File: config.mk
export PLATFORM = sky130hd
export DESIGN_NAME = axi_vga_flip_ctrl
export DESIGN_NICKNAME = d
export VERILOG_FILES = /design/src/rtl/axi_vga_flip_pkg.sv /design/src/rtl/axi_vga_edge_det.sv /design/src/rtl/axi_vga_flip_ctrl.sv
export SDC_FILE = /design/constraint.sdc
export NUM_CORES = 1
export LEC_CHECK = 0
export ABC_CLOCK_PERIOD_IN_PS = 2300
export CELL_PAD_IN_SITES_DETAIL_PLACEMENT = 0
export CELL_PAD_IN_SITES_GLOBAL_PLACEMENT = 2
export CORE_MARGIN = 1.5
export CORE_UTILIZATION = 20
export CTS_BUF_LIST = sky130_fd_sc_hd__clkbuf_8 sky130_fd_sc_hd__clkbuf_16
export DETAILED_ROUTE_END_ITERATION = 10
export PLACE_DENSITY = 0.87
export SLEW_MARGIN = 30
export SYNTH_ARGS = -nofsm -noshare
export SYNTH_HDL_FRONTEND = slang
export SYNTH_SLANG_ARGS = --single-unit
export TNS_END_PERCENT = 100
File: constraint.sdc
create_clock -name clk_i -period 2.3 [get_ports clk_i]
set_input_delay 0.46 -clock clk_i [delete_from_list [all_inputs] [get_ports clk_i]]
set_output_delay 0.46 -clock clk_i [all_outputs]
set_load 0.05 [all_outputs]
File: src/rtl/axi_vga_flip_pkg.sv
// Shared types for the VGA frame-buffer flip scheduler.
package axi_vga_flip_pkg;

  localparam int unsigned MaxBufs = 4;

  typedef enum logic [1:0] {
    DISABLED,
    SYNC,
    RUN
  } flip_state_e;

endpackage

File: src/rtl/axi_vga_edge_det.sv
// Polarity-normalised rising-edge detector; the reset value of the history
// register decides whether a level already active out of reset counts as an edge.
module axi_vga_edge_det
  import axi_vga_flip_pkg::*;
#(
  parameter logic RstVal = 1'b1
) (
  input  logic clk_i,
  input  logic rst_ni,
  input  logic i_sig,
  input  logic i_pol,
  output logic o_edge_c
);

  logic w_act;
  logic r_q;

  assign w_act    = ~(i_sig ^ i_pol);
  assign o_edge_c = w_act & ~r_q;

  always_ff @(posedge clk_i or negedge rst_ni) begin
    if (!rst_ni) begin
      r_q <= RstVal;
    end else begin
      r_q <= w_act;
    end
  end

endmodule

File: src/rtl/axi_vga_flip_ctrl.sv
// Frame-buffer flip scheduler: queues one flip request and applies it only at
// a vsync frame boundary, driving the fetcher start address and enable.
module axi_vga_flip_ctrl
  import axi_vga_flip_pkg::*;
#(
  parameter int unsigned AddrWidth     = 64,
  parameter int unsigned NumBufs       = 3,
  parameter int unsigned IdxWidth      = $clog2(NumBufs),
  parameter int unsigned FrameCntWidth = 16
) (
  input  logic                         clk_i,
  input  logic                         rst_ni,
  input  logic                         enable_i,
  input  logic                         vsync_pol_i,
  input  logic                         vsync_i,
  input  logic [NumBufs*AddrWidth-1:0] buf_base_i,
  input  logic                         flip_req_i,
  input  logic [IdxWidth-1:0]          flip_idx_i,
  output logic [AddrWidth-1:0]         start_addr_o,
  output logic                         fetch_en_o,
  output logic                         frame_start_o,
  output logic [IdxWidth-1:0]          disp_idx_o,
  output logic                         pending_o,
  output logic                         flip_done_o,
  output logic                         flip_drop_o,
  output logic                         idx_err_o,
  output logic [FrameCntWidth-1:0]     frame_cnt_o
);

  localparam int unsigned NumSlots = 1 << IdxWidth;
  localparam logic [IdxWidth:0] NumBufsW = (IdxWidth + 1)'(NumBufs);

  flip_state_e              r_state;
  logic [AddrWidth-1:0]     r_start_addr;
  logic                     r_fetch_en;
  logic                     r_frame_start;
  logic [IdxWidth-1:0]      r_disp_idx;
  logic [IdxWidth-1:0]      r_pend_idx;
  logic                     r_pending;
  logic                     r_flip_done;
  logic                     r_flip_drop;
  logic                     r_idx_err;
  logic [FrameCntWidth-1:0] r_frame_cnt;

  logic                     w_boundary;
  logic                     w_idx_ok;
  logic [IdxWidth-1:0]      w_new_idx;
  logic [AddrWidth-1:0]     w_base [NumSlots];

  axi_vga_edge_det #(
    .RstVal (1'b1)
  ) u_vs_edge (
    .clk_i    (clk_i),
    .rst_ni   (rst_ni),
    .i_sig    (vsync_i),
    .i_pol    (vsync_pol_i),
    .o_edge_c (w_boundary)
  );

  // Unpack bases into a power-of-two table so any index value selects a defined entry.
  for (genvar k = 0; k < NumSlots; k++) begin : g_base
    if (k < NumBufs) begin : g_used
      assign w_base[k] = buf_base_i[k*AddrWidth +: AddrWidth];
    end else begin : g_unused
      assign w_base[k] = '0;
    end
  end

  assign w_idx_ok  = {1'b0, flip_idx_i} < NumBufsW;
  assign w_new_idx = r_pending ? r_pend_idx : r_disp_idx;

  always_ff @(posedge clk_i or negedge rst_ni) begin
    if (!rst_ni) begin
      r_state       <= DISABLED;
      r_start_addr  <= '0;
      r_fetch_en    <= 1'b0;
      r_frame_start <= 1'b0;
      r_disp_idx    <= '0;
      r_pend_idx    <= '0;
      r_pending     <= 1'b0;
      r_flip_done   <= 1'b0;
      r_flip_drop   <= 1'b0;
      r_idx_err     <= 1'b0;
      r_frame_cnt   <= '0;
    end else begin
      r_frame_start <= 1'b0;
      r_flip_done   <= 1'b0;
      r_flip_drop   <= 1'b0;
      r_idx_err     <= 1'b0;
      case (r_state)
        DISABLED: begin
          r_fetch_en <= 1'b0;
          r_pending  <= 1'b0;
          if (enable_i) r_state <= SYNC;
        end
        SYNC, RUN: begin
          if (!enable_i) begin
            r_state    <= DISABLED;
            r_fetch_en <= 1'b0;
            r_pending  <= 1'b0;
          end else begin
            if (w_boundary) begin
              r_state       <= RUN;
              r_disp_idx    <= w_new_idx;
              r_start_addr  <= w_base[w_new_idx];
              r_frame_start <= 1'b1;
              r_frame_cnt   <= r_frame_cnt + FrameCntWidth'(1);
              r_fetch_en    <= 1'b1;
              r_flip_done   <= r_pending;
              r_pending     <= 1'b0;
            end
            // A request on a boundary queues behind the flip being consumed, so it never drops.
            if (flip_req_i) begin
              if (!w_idx_ok) begin
                r_idx_err <= 1'b1;
              end else begin
                r_pend_idx  <= flip_idx_i;
                r_pending   <= 1'b1;
                r_flip_drop <= r_pending & ~w_boundary;
              end
            end
          end
        end
        default: r_state <= DISABLED;
      endcase
    end
  end

  assign start_addr_o  = r_start_addr;
  assign fetch_en_o    = r_fetch_en;
  assign frame_start_o = r_frame_start;
  assign disp_idx_o    = r_disp_idx;
  assign pending_o     = r_pending;
  assign flip_done_o   = r_flip_done;
  assign flip_drop_o   = r_flip_drop;
  assign idx_err_o     = r_idx_err;
  assign frame_cnt_o   = r_frame_cnt;

endmodule

Word level (Yosys, flattened, before mapping)
Index checks and enable logic that the tools add are counted.

Logic and storage cells: 63. Output and inout bits: 88. Input port bits: 200. Flip-flop bits (word level): 93.

Multiplexer cells: 30. Eq/ne operators: 4. Add/subtract/negate cells: 1. $lt $le $gt $ge: 2. Bitwise operators: 7. Reduce and logical (&&, ||, !) cells: 7.

Operators by type and width (count): $bmux 64 s2 (1); $mux 64 (2); $mux 1 (20); $add 16x1->16 const B (1); $mux 2 (4); $pmux 1 s2 (2); $pmux 2 s2 (1); $reduce_and 2->1 (2); $reduce_and 4->1 (1); $ge 3x3->1 const B (1); $ne 3x3->1 const B (1); $not 1->1 (3); $not 2->3 (1); $reduce_and 3->1 (1); $and 1x1->1 (2); $eq 2x1->1 const B (1); $eq 2x2->1 const B (1); $logic_not 2->1 (1); $lt 2x2->1 const B (1); $ne 2x2->1 const B (1); $reduce_bool 2->1 (1); $reduce_or 2->1 (1); $xor 1x1->1 (1).

Logic depth before layout (Yosys ltp)
Word-level depth: 9. Depth in mapped cells: 8. Depth with buffers taken out: 6.

Cells and area by module
A second synthesis with hierarchy kept.

Cells, all modules: 686. Area total of the unflattened synthesis: 5396.4 um^2.

By module, submodules not included: axi_vga_flip_ctrl (instances 1, area each 5352.6 um^2, seq. area each 2302.2 um^2, cells each 683); axi_vga_edge_det (instances 1, area each 43.8 um^2, seq. area each 26.3 um^2, cells each 3).

Least setup slack after synthesis
OpenSTA, ideal clock, no wires.

Kind: register -> register. From: register r_pending (netlist: pending_o). To: register r_start_addr[10] (netlist: start_addr_o[10]). Path buffers: 2. Period minus slack after synthesis: 1.846 ns. Path slack: 0.454 ns. Cell stages (with the launch flop): 7. Setup time: 0.131 ns. Arrival time: 1.715 ns. Data required time: 2.169 ns. Cell sequence: dfrtp_1 -> buf_4 -> nor2_1 -> a32oi_2 -> buf_2 -> o2bb2ai_1 -> a31oi_1.

Cells in the longest elaborated chain, start to end: 5.

Ends and longest elaborated chain: from (decl) (RTL line axi_vga_flip_ctrl.sv:39) `logic r_pending;`; from (signal assigned) (RTL line axi_vga_flip_ctrl.sv:80) `r_pending <= 1'b0;`; from (signal assigned) (RTL line axi_vga_flip_ctrl.sv:93) `r_pending <= 1'b0;`; from (signal assigned) (RTL line axi_vga_flip_ctrl.sv:100) `r_pending <= 1'b0;`; $mux 2 (RTL line axi_vga_flip_ctrl.sv:70) `assign w_new_idx = r_pending ? r_pend_idx : r_disp_idx;`; $not 2->3 (not written as such) (RTL line axi_vga_flip_ctrl.sv:105) `r_start_addr <= w_base[w_new_idx];`; $bmux 64 s2 (RTL line axi_vga_flip_ctrl.sv:105); $mux 64 (not written as such) (2 in series) (RTL line axi_vga_flip_ctrl.sv:105); to (signal assigned) (RTL line axi_vga_flip_ctrl.sv:105); to (decl) (RTL line axi_vga_flip_ctrl.sv:34) `logic [AddrWidth-1:0] r_start_addr;`.

Every way passes these cells. The select of a mux whose other input is x is not followed. A chain may end at the register's enable or synchronous reset.

Final worst setup path
From: register r_disp_idx[1] (netlist: disp_idx_o[1]). To: output port disp_idx_o[1].

RTL lines: from (decl) (RTL line axi_vga_flip_ctrl.sv:37) `logic [IdxWidth-1:0] r_disp_idx;`; from (signal assigned) (RTL line axi_vga_flip_ctrl.sv:104) `r_disp_idx <= w_new_idx;`; to (decl) (RTL line axi_vga_flip_ctrl.sv:22) `output logic [IdxWidth-1:0] disp_idx_o,`.

No word-level cell between the ends.

==> results.py <==
metrics = {
    "setup_path": {
        "path_delay_family": "buffers and inverters",
        "crit_fanout": 4,
        "cp_slowest_stage_delay_ps": 890,
        "required_ps": 1840,
        "path_buf_inv": 1,
        "critPathCaptureType": "output port",
        "crit_chain": "clkdlybuf4s50_1",
        "worstPathArrival_ps": 1690,
        "start_kind": "register",
        "crit_type": "reg2out",
        "cpMaxStageDelayCell": "clkdlybuf4s50_1",
    },
    "cells_and_area": {
        "diodes": 0,
        "regArea_mm2": 0.00233,
        "instances_no_fill": 1130,
        "final_nets": 1010,
        "fin_area_mm2": 0.00842,
        "multi_input_area_mm2": 0.00229,
        "area_growth_pct": 73.0,
        "fillCellCount": 2480,
        "drive_above_1_share": 0.0530,
    },
    "global_route": {
        "antenna_found_initial": 0,
        "grt_max_degree": 94,
        "grt_pass1_vias": 5023,
        "overflow": 0,
        "grt_use_total": 0.143,
        "grt_first_pass_wirelength_um": 28600,
    },
    "drt": {
        "num_vias": 4873,
        "via_per_inst": 4.31,
        "initialDrtViolationCount": 182,
        "drc_errors": 0,
        "wl_um": 17800,
        "wl_per_cell_um": 15.8,
        "drtPass1Iterations": 6,
        "drt.antenna.violating_nets": 0,
    },
    "sta": {
        "setup_ws_ps": 150,
        "whs_ps": 160,
        "fmax_ghz": 0.465,
        "finalSetupViolCount": 0,
        "finalHoldViolCount": 0,
        "maxSlewViolCount": 0,
        "grt_setup_unrepaired": "no",
        "relSlewSlack": 0.599,
        "tightest_slew_ps": 602,
        "clock_skew_ps": 9.54,
        "setup-tns-final_ps": 0,
        "finalCritPeriodShare": 0.935,
        "period_needed_ps": 2150,
    },
    "synth": {
        "synth_top_family_by_area": "compound AO/OA/AOI/OAI gates",
        "postSynth.asyncResetShare": 1.00,
        "synth_area_leaders": "dfrtp_1, o2bb2ai_1, nand2_1, a31oi_1, nor2_1",
        "synth_simple_gate_area_frac": 0.194,
        "syn_nets": 741,
        "yosys.area_share.xor_xnor": 0.0303,
        "synth_seq_cells": 93,
        "yosys.area.top_type": "dfrtp_1",
        "synth-compound-area-share": 0.216,
        "yosysTopAreaCellShare": 0.473,
        "ys_top_cells_by_count": "nand2_1, dfrtp_1, nor2_1",
        "ys_seq_area_frac": 0.478,
        "synth_ff_type": "dfrtp_1",
        "syn_avg_cell_area_um2": 9.07,
        "yosysMostFrequentCell": "nand2_1",
        "synthCells": 537,
        "synth.distinct_cells": 35,
        "synth-edff-count": 0,
        "synth_area_mm2": 0.00487,
        "synth_fa_ha_area_frac": 0.0103,
        "yosys_warnings": 0,
        "muxShareOfSynthArea": 0.0182,
    },
    "run": {
        "cap_viol_max_count": 0,
    },
    "die": {
        "core_mm2": 0.0237,
        "start_util": 0.206,
        "dieArea_mm2": 0.0253,
        "ios": 288,
        "die_w_um": 159,
        "die_h_um": 159,
        "placementRows": 56,
    },
    "placement": {
        "portBuffers": 287,
        "dpl.cell_count": 1114,
        "preCtsSetupSlack_ps": 113,
        "dpl-instance-area_mm2": 0.00813,
        "hpwl_um": 12800,
        "gp_congestion": 0.774,
    },
    "clock_tree": {
        "cts_inserted_buffers": 9,
        "root_buffer": "clkbuf_16",
        "clkTransAtPathRegs_ps": 70,
        "h-tree-depth": 3,
        "postCtsHoldBufs": 0,
        "post_cts_resized": 0,
        "cts_setup_buffers": 0,
        "clk_latency_ps": 350,
        "cts_tree": "done",
        "clk_path_buf_depth": 2,
        "cts_sinks": 93,
    },
    "power_and_ir_drop": {
        "switchingPower_w": 0.00566,
        "power_frac_comb": 0.626,
        "switching_share": 0.499,
        "intPower_w": 0.00568,
        "seqPwrFrac": 0.242,
        "vdd_drop_max_uv": 628,
        "p_per_area_mw_per_mm2": 1350,
        "power.leakage_nw": 3.38,
        "clkPwrFrac": 0.131,
    },
    "run_status": {
        "status": "completed",
    },
    "min_path": {
        "hold_path_class": "in2async",
    },
}
per-stage QoR:
stage,power [W],util
after global placement,0.00998,0.343
final,0.0113,0.356
after floorplan,0.00744,-
after detailed placement,0.0100,0.343
after CTS,0.0116,0.356
after global routing,0.0121,0.356
sequential cells by signal, indices dropped and copies added, names as in the netlist:
signal,cells
start_addr_o,64
frame_start_o,1
disp_idx_o,2
idx_err_o,1
flip_done_o,1
r_pend_idx,2
flip_drop_o,1
pending_o,1
fetch_en_o,1
r_state,2
frame_cnt_o,16
u_vs_edge.r_q,1
final timing paths:
| kind | startpoint | endpoint | slack, ps | cells after the start |
|---|---|---|---|---|
| setup / recovery | disp_idx_o[1] | disp_idx_o[1] | 150 | 1 |
| hold / removal | rst_ni | start_addr_o[23] | 160 | 2 |
| setup reg to reg | pending_o | start_addr_o[6] | 390 | 5 |
| hold reg to reg | frame_cnt_o[15] | frame_cnt_o[15] | 470 | 1 |
| max in group asynchronous | rst_ni | start_addr_o[50] | 1740 | 2 |
| min in group clk_i | frame_cnt_o[15] | frame_cnt_o[15] | 470 | 1 |
kinds of logic (layout without fill, tap and decap cells):
| logic type | after synthesis | in the layout |
|---|---|---|
| simple gates | 233 | 233 |
| compound gates | 136 | 136 |
| flops | 93 | 93 |
| buf+inv | 49 | 323 |
| xor+xnor | 16 | 16 |
| mux | 6 | 6 |
| fa+ha+maj | 4 | 4 |
power groups by stage:
stage | sequential [W] | combinational (W) | clock (W)
after floorplan | 0.00492 | 0.00252 | 0
after global placement | 0.00276 | 0.00722 | 0
after detailed placement | 0.00279 | 0.00721 | 0
after CTS | 0.00277 | 0.00722 | 0.00158
after global routing | 0.00286 | 0.00762 | 0.00163
final | 0.00275 | 0.00711 | 0.00149
per-layer routing:
layer  vias up  part of all wire  track usage
met4         0             0.012       0.0300
met3        12             0.069       0.0479
li1       2431                 -            -
met1      2247              0.44        0.177
met5         -                 0            0
met2       183              0.48        0.242
worst reg2reg max path: cells and delay by family, from the launching register on:
family	cells	cell delay, ps
DFF	1	730
muxes	1	370
AOI/OAI and AO/OA	2	330
buffers and inverters	1	310
and+or+nand+nor	1	100
placed cells by master, fill, tap and decap left out, types with 2 or more instances in the layout:
cell type and count:
a31oi_1 64, xnor2_1 12, mux2i_4 2, buf_12 10, clkdlybuf4s50_1 284, inv_2 2
ha_1 4, o2bb2ai_1 64, nand3_1 5, nand4_1 2, xor2_1 3, clkinvlp_4 2
and4_1 4, clkinv_4 2, inv_1 6, clkbuf_16 9, mux2_2 3, buf_4 5
and3_1 6, nor2_1 74, dfrtp_1 92, nand2_1 138
cell type report:
class,instances,area share
clock inverters,7,0.00817
repair buffers,299,0.366
multi-input cells,395,0.272
clock buffers,9,0.0267
flip-flops and latches,93,0.276
inverters,8,0.00357
well taps,319,0.0474
Power figures use the tool's default switching activity.
